==> config.mk <==
export PLATFORM = sky130hd
export DESIGN_NAME = gated_sample_reader_flat
export DESIGN_NICKNAME = d
export VERILOG_FILES = /design/src/rtl/gated_sample_reader_if.sv /design/src/rtl/gated_sample_reader.sv /design/src/flat_wrapper.sv
export SDC_FILE = /design/constraint.sdc
export NUM_CORES = 1
export LEC_CHECK = 0
export ABC_AREA = 1
export CAP_MARGIN = 25
export CORE_MARGIN = 1
export CORE_UTILIZATION = 35
export DETAILED_ROUTE_END_ITERATION = 10
export PLACE_DENSITY = 0.65
export SLEW_MARGIN = 40
export SYNTH_ARGS = -nofsm -noshare
export SYNTH_HDL_FRONTEND = slang
export SYNTH_SLANG_ARGS = --single-unit
==> constraint.sdc <==
create_clock -name clk -period 1.9 [get_ports clk]
set_input_delay 0.475 -clock clk [delete_from_list [all_inputs] [get_ports clk]]
set_output_delay 0.475 -clock clk [all_outputs]
set_load 0.01 [all_outputs]
==> src/rtl/gated_sample_reader_if.sv <==
// Handshake bundle for gated_sample_reader: capture side (en/d) and
// drain side (rd_valid/rd_ready/rd_data), plus the held output and status.
// The optional sticky overflow flag appears when
// GATED_SAMPLE_READER_OVF_STICKY_EN is defined.
interface gated_sample_reader_if #(
    parameter int W     = 8,
    parameter int DEPTH = 4
);
    logic                     en;
    logic [W-1:0]             d;
    logic                     rd_ready;
    logic                     rd_valid;
    logic [W-1:0]             rd_data;
    logic [W-1:0]             q;
    logic [$clog2(DEPTH):0]   count;
    logic                     full;
    logic                     empty;
`ifdef GATED_SAMPLE_READER_OVF_STICKY_EN
    logic                     ovf;

    modport master (
        output en, d, rd_ready,
        input  rd_valid, rd_data, q, count, full, empty, ovf
    );
    modport slave (
        input  en, d, rd_ready,
        output rd_valid, rd_data, q, count, full, empty, ovf
    );
`else
    modport master (
        output en, d, rd_ready,
        input  rd_valid, rd_data, q, count, full, empty
    );
    modport slave (
        input  en, d, rd_ready,
        output rd_valid, rd_data, q, count, full, empty
    );
`endif
endinterface

==> src/rtl/gated_sample_reader.sv <==
// gated_sample_reader: captures d on every enabled edge into a DEPTH-entry
// first-word-fall-through FIFO; a consumer drains it via valid/ready and q
// holds the last drained word until the next pop.
// Optional: define GATED_SAMPLE_READER_OVF_STICKY_EN for a sticky ovf flag
// that records any word dropped while full.
module gated_sample_reader #(
    parameter int W     = 8,
    parameter int DEPTH = 4
) (
    input  logic                         clk,
    input  logic                         rst,
    gated_sample_reader_if.slave         bus
);
    localparam int AW = $clog2(DEPTH);
    localparam int CW = AW + 1;
    localparam logic [AW-1:0] PTR_ONE   = AW'(1);
    localparam logic [CW-1:0] CNT_ONE   = CW'(1);
    localparam logic [CW-1:0] CNT_DEPTH = CW'(DEPTH);

    logic [W-1:0]  mem [DEPTH];
    logic [AW-1:0] wptr_q, wptr_d;
    logic [AW-1:0] rptr_q, rptr_d;
    logic [CW-1:0] count_q, count_d;
    logic [W-1:0]  q_q, q_d;
    logic          push, pop;
    logic          full_w, empty_w;

    // Status is derived only from the registered count, so no path from en/rd_ready.
    assign empty_w = (count_q == '0);
    assign full_w  = (count_q == CNT_DEPTH);

    // Pop needs a valid head; a pop frees a slot, so a full FIFO still takes a push.
    assign pop  = !empty_w && bus.rd_ready;
    assign push = bus.en && (!full_w || pop);

    assign bus.rd_valid = !empty_w;
    assign bus.empty    = empty_w;
    assign bus.full     = full_w;
    assign bus.count    = count_q;
    assign bus.q        = q_q;
    assign bus.rd_data  = empty_w ? '0 : mem[rptr_q];

    // Next-state for pointers, occupancy and the held output.
    always_comb begin
        // NOTE: every output gets a default first so no path leaves it unassigned (no latch).
        wptr_d  = wptr_q;
        rptr_d  = rptr_q;
        count_d = count_q;
        q_d     = q_q;
        if (push) begin
            wptr_d = wptr_q + PTR_ONE;
        end
        if (pop) begin
            rptr_d = rptr_q + PTR_ONE;
            q_d    = mem[rptr_q];
        end
        case ({push, pop})
            2'b10:   count_d = count_q + CNT_ONE;
            2'b01:   count_d = count_q - CNT_ONE;
            default: count_d = count_q;
        endcase
    end

    // Control state register; reset discards all buffered words at once.
    always_ff @(posedge clk or posedge rst) begin
        if (rst) begin
            // NOTE: sequential state uses non-blocking assignment so all registers update together.
            wptr_q  <= '0;
            rptr_q  <= '0;
            count_q <= '0;
            q_q     <= '0;
        end else begin
            wptr_q  <= wptr_d;
            rptr_q  <= rptr_d;
            count_q <= count_d;
            q_q     <= q_d;
        end
    end

    // Storage write on an accepted push.
    // NOTE: storage is not reset; contents are unreachable until rewritten, and this keeps it RAM-mappable.
    always_ff @(posedge clk) begin
        if (push) begin
            mem[wptr_q] <= bus.d;
        end
    end

`ifdef GATED_SAMPLE_READER_OVF_STICKY_EN
    logic ovf_q;

    assign bus.ovf = ovf_q;

    // Sticky overflow: set by any word dropped while full, cleared only by reset.
    always_ff @(posedge clk or posedge rst) begin
        if (rst) begin
            ovf_q <= 1'b0;
        end else if (bus.en && full_w && !pop) begin
            ovf_q <= 1'b1;
        end
    end
`endif

endmodule

==> src/flat_wrapper.sv <==
// flat-port wrapper written by rule: the top's interface ports become plain ports
module gated_sample_reader_flat 
#(
    parameter int W     = 8,
    parameter int DEPTH = 4
)
  (clk, rst, bus_en, bus_d, bus_rd_ready, bus_rd_valid, bus_rd_data, bus_q, bus_count, bus_full, bus_empty);
  gated_sample_reader_if #(.W(W), .DEPTH(DEPTH)) bus_i ();
  input  logic clk;
  input  logic rst;
  input wire logic [$bits(bus_i.en)-1:0] bus_en;
  input wire logic [$bits(bus_i.d)-1:0] bus_d;
  input wire logic [$bits(bus_i.rd_ready)-1:0] bus_rd_ready;
  output wire logic [$bits(bus_i.rd_valid)-1:0] bus_rd_valid;
  output wire logic [$bits(bus_i.rd_data)-1:0] bus_rd_data;
  output wire logic [$bits(bus_i.q)-1:0] bus_q;
  output wire logic [$bits(bus_i.count)-1:0] bus_count;
  output wire logic [$bits(bus_i.full)-1:0] bus_full;
  output wire logic [$bits(bus_i.empty)-1:0] bus_empty;
  assign bus_i.en = bus_en;
  assign bus_i.d = bus_d;
  assign bus_i.rd_ready = bus_rd_ready;
  assign bus_rd_valid = bus_i.rd_valid;
  assign bus_rd_data = bus_i.rd_data;
  assign bus_q = bus_i.q;
  assign bus_count = bus_i.count;
  assign bus_full = bus_i.full;
  assign bus_empty = bus_i.empty;
  gated_sample_reader #(.W(W), .DEPTH(DEPTH)) u_core (.clk(clk), .rst(rst), .bus(bus_i));
endmodule
==> metrics <==
status=complete, no violations; reg2reg setup slack=80 ps; worst endpoint required time=1420 ps; slowest stage delay, CP=about 420 ps; Hold Path Sink=u_core.bus.q[7]$_DFFE_PP0P_; Leak=1.29 nW; CTS tree=done; final non-filler cell area=2870 um^2; area delta synth->final=39.4%; synthesized netlist cell count=about 190; total track usage=0.161; Die X=78.7 um; combinational family with the most area after synthesis=simple AND/OR/NAND/NOR gates; simple-gate share of the synthesized area=0.226; worst hold start=u_core.bus.q[7]$_DFFE_PP0P_; vias in the first global route=1547; Rows=27; I/O pin cnt=34; slew margin rel.=0.834; # diodes=0; Post-Synthesis Cell Area=2060 um^2; drt drc=0; crit-path cells=inv_2 -> buf_12 -> nand2_1 -> nand3_2 -> nand2_2 -> nor2_2 -> buf_2; grt ovf=0; worst hold path class=reg2reg; commonest non-fill, non-tap cell in the layout=nand2_1; post-route setup TNS=0 ps; Netlist cell types=21; share of layout cells above drive strength 1=0.300; reg-to-reg endpoint=u_core.bus.count[2]$_DFFE_PP0P_; final core utilization=0.515; DRT Pass-1 Iters=4; Skew-Pair Late Insertion Delay=290 ps; Min-Delay Path Depth=2; adder-cell share of the synthesized area=0.0401; Critical-path top delay cell=dfrtp_1; via/cell ratio=approximately 4.5; Worst VDD drop=~0.80 mV; Avg Cell Area, Syn=10.8 um^2; Die Footprint=roughly 6200 um^2; pin count of the biggest net entering global routing=16; # hold bufs at CTS=0; FF-to-FF Start=u_core.bus.count[2]$_DFFE_PP0P_; fmax=0.532 GHz; Area after DPL=2720 um^2; Slew Limit Fails=0; most frequent cells in the layout=nand2_1, buf_4, edfxtp_1; Placement Setup Slack=-375 ps; min cycle time layout=1880 ps; CP Launch Type=flip-flop; synth warn=0; Core Box Area=5570 um^2; power density cells=1610 nW/um^2; Finished Layout Cells=339; DRT iter0 DRCs=87; CTS H-tree lvls=2; Max Cap Viol=0; register area share after synthesis=0.649; CP delay by family, top=flip-flops; total wire length=around 4.5 mm; Initial Utilization=0.369; Detail Route Antenna Nets=0; clk slew on worst S/H paths=roughly 80 ps; Nets=284; Tightest Pin Transition=248 ps; xor-xnor portion of the synthesized cell area=0.0170; period utilisation layout=0.990; placed cell count=327; Final Wtd Congestion=between 0.7 and 0.8; crit-path max FO=11; Hold Fails Final Rpt=0; Clock Skew=around 7.4 ps; critical path arrival=roughly 1400 ps; first-pass GRT wire length=approximately 7.5 mm; RSZ-0062 raised after global routing=true; Compound-Gate Fraction of Synth Area=0.0146; # clock sinks=47; mux cell area share after synthesis=0; crit path buf inv count=3; Seq cells post-synth=47; WL/cell=13.4 um; cts bufs inserted=5; Worst Setup Path Type=reg2out; Worst Setup Slack, final=around 19 ps; Reg2Reg Depth=9; detailed placement HPWL=3.17 mm; final setup fails=0; Port Buffers=33; Worst Setup End Kind=output pin; Root Buffer=clkbuf_8; Die Y-Extent=~80 um; initial antenna violation count=0; net count after synthesis=209; DR vias=1525; Clock Path Buffers=2
[repair_timing]
item | CTS | global route
gates resized for setup | 44 | 19
pin swaps | 5 | 6
cloned | 1 | 0
setup buffers | 3 | 1
setup endpoints to repair | 12 | 12
[cells by family (layout without fill, tap and decap cells)]
kind of cell	Yosys count	in the layout
xor+xnor	4	4
simple gates	109	109
buf+inv	22	98
fa+ha+maj	6	6
flops	47	47
compound gates	3	3
[cells in the mapped netlist (all sizes together)]
library cell  count  area share
ha                5       0.030
nand3            28       0.070
fa                1      0.0097
nand2            67        0.13
dfrtp            15        0.18
buf               5       0.022
nor3              1      0.0024
edfxtp           32        0.47
o21ai             2      0.0067
inv              17       0.031
xnor2             2      0.0085
xor2              2      0.0085
a21oi             1      0.0079
nor2             13       0.027
[worst max path at each step]
| stage | endpoint | slack [ps] | cells past startpoint | start |
|---|---|---|---|---|
| floorplan | u_core.bus.count[2]$_DFFE_PP0P_ | 10 | 9 | u_core.bus.count[0]$_DFFE_PP0P_ |
| global placement | u_core.bus.count[2]$_DFFE_PP0P_ | -340 | 10 | bus_rd_ready |
| detailed placement | u_core.bus.count[2]$_DFFE_PP0P_ | -380 | 10 | bus_rd_ready |
| CTS | bus_rd_data[6] | 7 | 7 | u_core.rptr_q[0]$_DFFE_PP0P_ |
| global route | u_core.bus.count[2]$_DFFE_PP0P_ | -90 | 10 | u_core.bus.count[0]$_DFFE_PP0P_ |
| finish | bus_rd_data[0] | 20 | 7 | u_core.rptr_q[0]$_DFFE_PP0P_ |
[per-layer routing]
layer | GRT usage | part of all wire | up-vias
met1 | 0.207 | 0.44 | 715
li1 | - | - | 772
met4 | 0.0556 | 0.021 | 0
met3 | 0.0448 | 0.042 | 9
met2 | 0.262 | 0.50 | 29
met5 | 0 | 0 | -
[worst register-to-register path: stages, from the launching register on]
cell	delay (ps)
dfrtp_1	360
inv_1	90
buf_4	160
a21oi_4	150
ha_1	180
inv_1	70
fa_1	380
nand2_1	80
nand3_1	80
xor2_1	170
[sequential cells by signal (all words and copies together), names as in the netlist]
name / cells
u_core.wptr_q: 2
u_core.bus.q: 8
u_core.bus.count: 3
u_core.mem: 32
u_core.rptr_q: 2
[power by group]
part	internal, W	switching (W)	total [W]
clock network	0.000292	0.000314	0.000606
registers	0.00140	0.000139	0.00154
logic	0.00119	0.00130	0.00249
total	0.00288	0.00175	0.00463
[metrics by stage]
stage | power (W) | hold slack (ps)
global route | 0.00501 | 514
floorplan | 0.00272 | 376
CTS | 0.00460 | 486
finish | 0.00463 | 481
detailed placement | 0.00401 | 465
global placement | 0.00395 | 462
[area by class of cell]
cell class,count,area (um^2)
timing repair inverter,1,7.51
tap,72,90.1
clock inverter,1,3.75
fill,509,2700
inverter,17,68.8
multi-input combinational,122,678
sequential,47,1340
timing repair buffer,72,601
clock buffer,7,86.3
No activity file was read; power rests on OpenSTA's default activity.
